<file path="src/rtl/fc_act_loader.sv">
`default_nettype none
// ============================================================================
// Module   : fc_act_loader
// Purpose  : Stream-to-parallel activation loader for the FC neuron layers.
//            Collects WIDTH-bit activations one per valid/ready beat into an
//            IN-entry vector and holds it with x_valid until x_ack.
// Revision : 1.0 - initial release
// ============================================================================
module fc_act_loader #(
    parameter int WIDTH = 8,
    parameter int IN    = 128
) (
    input  logic             clk,
    input  logic             rst_n,
    input  logic             s_valid,
    output logic             s_ready,
    input  logic [WIDTH-1:0] s_data,
    input  logic             s_last,
    output logic [WIDTH-1:0] x [0:IN-1],
    output logic             x_valid,
    input  logic             x_ack,
    output logic             err_len
);

    localparam int               IDX_W    = (IN > 1) ? $clog2(IN) : 1;
    localparam logic [IDX_W-1:0] IDX_LAST = IDX_W'(IN - 1);
    localparam logic [IDX_W-1:0] IDX_ONE  = IDX_W'(1);

    typedef enum logic [0:0] {
        FILL = 1'b0,
        HOLD = 1'b1
    } state_t;

    state_t           state_q, state_d;
    logic [IDX_W-1:0] idx_q,   idx_d;
    logic             err_q,   err_d;
    // Goes high on the first clock after reset release so s_ready stays low
    // throughout reset even though the state already reads FILL.
    logic             live_q,  live_d;

    // Entry buffer already gated by its written-mask: an entry holds its
    // activation once written in the current vector and zero otherwise, so
    // the outputs come straight from flops with no gating logic after them.
    // Clearing the mask on ack is therefore a clear of this register.
    logic [WIDTH-1:0] x_q [0:IN-1];
    logic [WIDTH-1:0] x_d [0:IN-1];

    // Next-state, buffer update and handshake outputs
    always_comb begin
        state_d = state_q;
        idx_d   = idx_q;
        x_d     = x_q;
        err_d   = 1'b0;
        live_d  = 1'b1;
        s_ready = 1'b0;
        x_valid = 1'b0;

        unique case (state_q)
            FILL: begin
                s_ready = live_q;
                if (s_valid && live_q) begin
                    x_d[idx_q] = s_data;
                    if (idx_q == IDX_LAST) begin
                        // Vector full; flag a missing last marker.
                        state_d = HOLD;
                        idx_d   = '0;
                        err_d   = ~s_last;
                    end else if (s_last) begin
                        // Early last: remaining entries stay zero.
                        state_d = HOLD;
                        idx_d   = '0;
                        err_d   = 1'b1;
                    end else begin
                        idx_d = idx_q + IDX_ONE;
                    end
                end
            end
            HOLD: begin
                x_valid = 1'b1;
                if (x_ack) begin
                    state_d = FILL;
                    idx_d   = '0;
                    for (int i = 0; i < IN; i++) begin
                        x_d[i] = '0;
                    end
                end
            end
            default: begin
                state_d = FILL;
            end
        endcase
    end

    // State, index, pulse and buffer registers with asynchronous clear
    always_ff @(posedge clk or negedge rst_n) begin
        if (!rst_n) begin
            state_q <= FILL;
            idx_q   <= '0;
            err_q   <= 1'b0;
            live_q  <= 1'b0;
            for (int i = 0; i < IN; i++) begin
                x_q[i] <= '0;
            end
        end else begin
            state_q <= state_d;
            idx_q   <= idx_d;
            err_q   <= err_d;
            live_q  <= live_d;
            for (int i = 0; i < IN; i++) begin
                x_q[i] <= x_d[i];
            end
        end
    end

    assign err_len = err_q;

    generate
        for (genvar gi = 0; gi < IN; gi++) begin : g_x
            assign x[gi] = x_q[gi];
        end
    endgenerate

endmodule
`default_nettype wire

</file>
<file path="config.mk">
export PLATFORM = sky130hd
export DESIGN_NAME = fc_act_loader
export DESIGN_NICKNAME = d
export VERILOG_FILES = /design/src/rtl/fc_act_loader.sv
export SDC_FILE = /design/constraint.sdc
export NUM_CORES = 1
export LEC_CHECK = 0
export ABC_CLOCK_PERIOD_IN_PS = 1930
export BUFFER_PORTS_ARGS = -buffer_cell sky130_fd_sc_hd__buf_2
export CORE_AREA = 2 2 402 404
export DETAILED_ROUTE_END_ITERATION = 16
export DIE_AREA = 0 0 404 406
export HOLD_SLACK_MARGIN = 0.15
export PLACE_DENSITY = 0.55
export RECOVER_POWER = 50
export REMOVE_ABC_BUFFERS = 1
export SYNTH_ARGS = -nofsm -noshare
export SYNTH_HDL_FRONTEND = slang
export SYNTH_SLANG_ARGS = --single-unit
</file>
<file path="constraint.sdc">
create_clock -name clk -period 1.93 [get_ports clk]
set_input_delay 0.0965 -clock clk [delete_from_list [all_inputs] [get_ports clk]]
set_output_delay 0.0965 -clock clk [all_outputs]
set_load 0.05 [all_outputs]
</file>
==> impl_metrics.tcl <==
set metrics [dict create \
    outcome "finished with violations" \
    violations "setup timing" \
    grt_max_degree 123 \
    via_per_inst 5.01 \
    worstPathArrival_ps 2570 \
    reg2reg_from "state_q" \
    cts-buffers-inserted 111 \
    finalMaxSlewViolations 0 \
    ff2ff_setup_slack_ps -20 \
    rsz0062_at_grt "yes" \
    syn_inst 2570 \
    cts_htree_levels 3 \
    rows 147 \
    die_y_um 406 \
    swShare 0.265 \
    cp-end-kind "register" \
    critPathMaxFanout 15 \
    crit_chain "and3b_2 > a21o_4 > buf_12 > buf_4 > o21ai_2 > buf_4 > a22o_1" \
    hold_path_class "in -> reg" \
    fin_skew_ps 68.0 \
    fin_area_um2 54800 \
    grt_pass1_wl_um 237000 \
    dp_cells 5947 \
    yosys.area.top_type "dfrtp_1" \
    ys_types 46 \
    clock-sinks 1034 \
    die_w_um 404 \
    grt_overflow 0 \
    setup_ws_ps -17.8 \
    drc 0 \
    routed-wl-met3_um 11500 \
    gp_congestion 0.856 \
    hold_depth 4 \
    boundaryPins 1040 \
    worstPathRequired_ps 2550 \
    yosys_warnings 0 \
    crit_type "reg -> reg" \
    critPathSlowestCell "dfrtp_4" \
    p_comb_frac 0.099 \
    finalSetupViolations 6 \
    yosysSeqAreaShare 0.664 \
    pwr-share-seq 0.448 \
    hold_viol 0 \
    cts_tree "done" \
    hold_end "state_q" \
    power_density_nw_per_um2 899 \
    cp_top_family "buffers and inverters" \
    wl_met1_um 74400 \
    slowest_delay_ps 500 \
    initial_core_util 0.244 \
    routed.top_layer "met4" \
    fin_setup_tns_ps -41.7 \
    relSlewSlack 0.418 \
    worstReg2RegEnd "x[79]" \
    cp.depth 7 \
    syn-mean-instance-area_um2 15.2 \
    path_buf_inv 3 \
    finalCritPeriodShare 1.01 \
    core_area_um2 160000 \
    p_sw_uw 13100 \
    drive_gt1_frac 0.305 \
    wl_um 176000 \
    routedWlPerCell_um 28.4 \
    p_leak_uw 0.0270 \
    synth_flop_cell "dfrtp_1" \
    p_clk_frac 0.453 \
    area_growth_pct 40.7 \
    first_global_vias 30691 \
    cts_buffer_depth 3 \
    nNetsFinal 4049 \
    yosys-top-cells-area "dfrtp_1 (66%), a22o_1 (23%), nor2_8 (3.0%)" \
    track_usage 0.198 \
    cts.clk_slew.worst_paths_ps 60 \
    cap_violations 0 \
    holdWs_ps 333 \
    n_fill_cell 16019 \
    num_vias 31157 \
    internal-power_uw 36200 \
    syn_area_um2 39000 \
    worst_pin_slew_ps 873 \
    power.total_uw 49300 \
    dr.first_iter.drc_count 2560 \
    yosys_register_bits 1034 \
    max_freq_mhz 513 \
    drt_pass1_iterations 5 \
    route.met2.wl_um 83300 \
    dp_hpwl_um 122000 \
    root_buffer "clkbuf_16" \
    worst_setup_path_start_kind "register" \
    yosysTopAreaCellShare 0.664 \
    grt_antenna_before_repair 9 \
    r2r_cells 7 \
    die_area_um2 164000 \
    post_dp_cell_area_um2 50400 \
    layout.cells.non_filler 6216 \
    ant_nets 0 \
    worstHoldStart "x_ack" \
    worstSkewPairLatency_ps 750 \
    synth_edf_count 0 \
    worst_path_most_repeated_cell "buf_4" \
    port-buffer-count 1039 \
    vdd_drop_max_v 0.000846 \
    ys_async_sr_fraction 1.00 \
    fin_crit_ps 1950 \
]
## tightest hold or removal path: cells and delay by family
kind / cells / cell delay [ps]
buffers and inverters: 2 / 750
and+or+nand+nor: 1 / 110
AOI/OAI and AO/OA: 1 / 70
## registers in the layout, summed over array words and instances, names as in the netlist
register,cells
x,1024
idx_q,7
err_len,1
live_q,1
state_q,1
## cell families after synthesis
| family | synth area share |
|---|---|
| AOI/OAI and AO/OA | 0.261 |
| adders and majority gates | 0.000642 |
| buffers and inverters | 0.0225 |
| DFF | 0.664 |
| muxes | 0.000546 |
| other | 0.0000962 |
| and+or+nand+nor | 0.0514 |
## final cells by class
class	instances	area (um2)	area share
repair buffers	1534	9650	0.176
flip-flops and latches	1034	25900	0.472
clock buffers	159	3250	0.0593
inverters	2	7.51	0.000137
diodes	3	7.51	0.000137
multi-input cells	1351	12800	0.234
well taps	2086	2610	0.0476
clock inverters	47	587	0.0107
## per-stage QoR
| step | utilization | setup WS, ps |
|---|---|---|
| 3_5_place_dp | 0.315 | -322 |
| 5_1_grt | 0.343 | -75.1 |
| 4_1_cts | 0.342 | -100 |
| 2_1_floorplan | - | -7620 |
| 3_3_place_gp | 0.315 | -387 |
| 6_report | 0.343 | -17.8 |
## cells in the final DEF, fill, tap and decap left out, types with 17 or more instances in the layout
cell / netlist / final
clkbuf_8: 0 / 27
nor2_2: 60 / 60
clkbuf_16: 0 / 124
nor2_8: 58 / 58
buf_12: 0 / 88
buf_4: 14 / 312
o21ai_4: 8 / 62
clkinv_2: 0 / 26
clkbuf_1: 113 / 750
buf_2: 39 / 312
dlygate4sd3_1: 0 / 17
buf_6: 9 / 35
o21ai_2: 101 / 62
a22o_1: 1025 / 1025
dfrtp_1: 1034 / 1026
## per-layer routing
layer	global-route usage	vias to the layer above
met5	0	-
met4	0.0742	0
met3	0.0428	287
met2	0.319	1432
met1	0.261	16402
li1	-	13036
## worst max-delay path by stage
| stage | end | startpoint |
|---|---|---|
| after floorplan | x[151] | state_q |
| after global placement | x[231] | idx_q[2] |
| after detailed placement | x[231] | idx_q[2] |
| after CTS | x[743] | idx_q[4] |
| after global routing | x[79] | state_q |
| final | x[79] | state_q |
## synth_stat cells, types with 2 or more instances
master	count
dfrtp_1	1034
a21oi_1	3
nand2_1	5
or4b_1	4
buf_1	6
and2_1	8
buf_2	39
buf_6	9
nand3_1	2
a22o_1	1025
clkbuf_1	113
nand3b_1	3
nand4bb_1	7
o21ai_0	4
ha_1	2
nand4b_1	4
o21ai_4	8
a31oi_1	2
nor2_2	60
nor3_1	3
buf_4	14
or3b_1	3
inv_1	2
nor2_8	58
and3_1	2
o21ai_2	101
o21ai_1	20
nor2_1	6
nor2_4	6
## power by group through the flow
stage / Combinational (uW) / Sequential (uW) / Clock [uW]
2_1_floorplan: 1150 / 23300 / 0
3_3_place_gp: 4440 / 22400 / 0
3_5_place_dp: 4460 / 22400 / 0
4_1_cts: 4560 / 22000 / 22700
5_1_grt: 5140 / 22100 / 23600
6_report: 4900 / 22100 / 22300
## timing repair
action / CTS / global route
pin swaps: 0 / 27
setup buffers: 5 / 25
resized for setup: 38 / 110
setup endpoints to repair: 484 / 790
endpoints found under the hold margin: 1587 / 0
hold buffers: 17 / 0
cloned: 0 / 16
(Power assumes the default switching activity.)
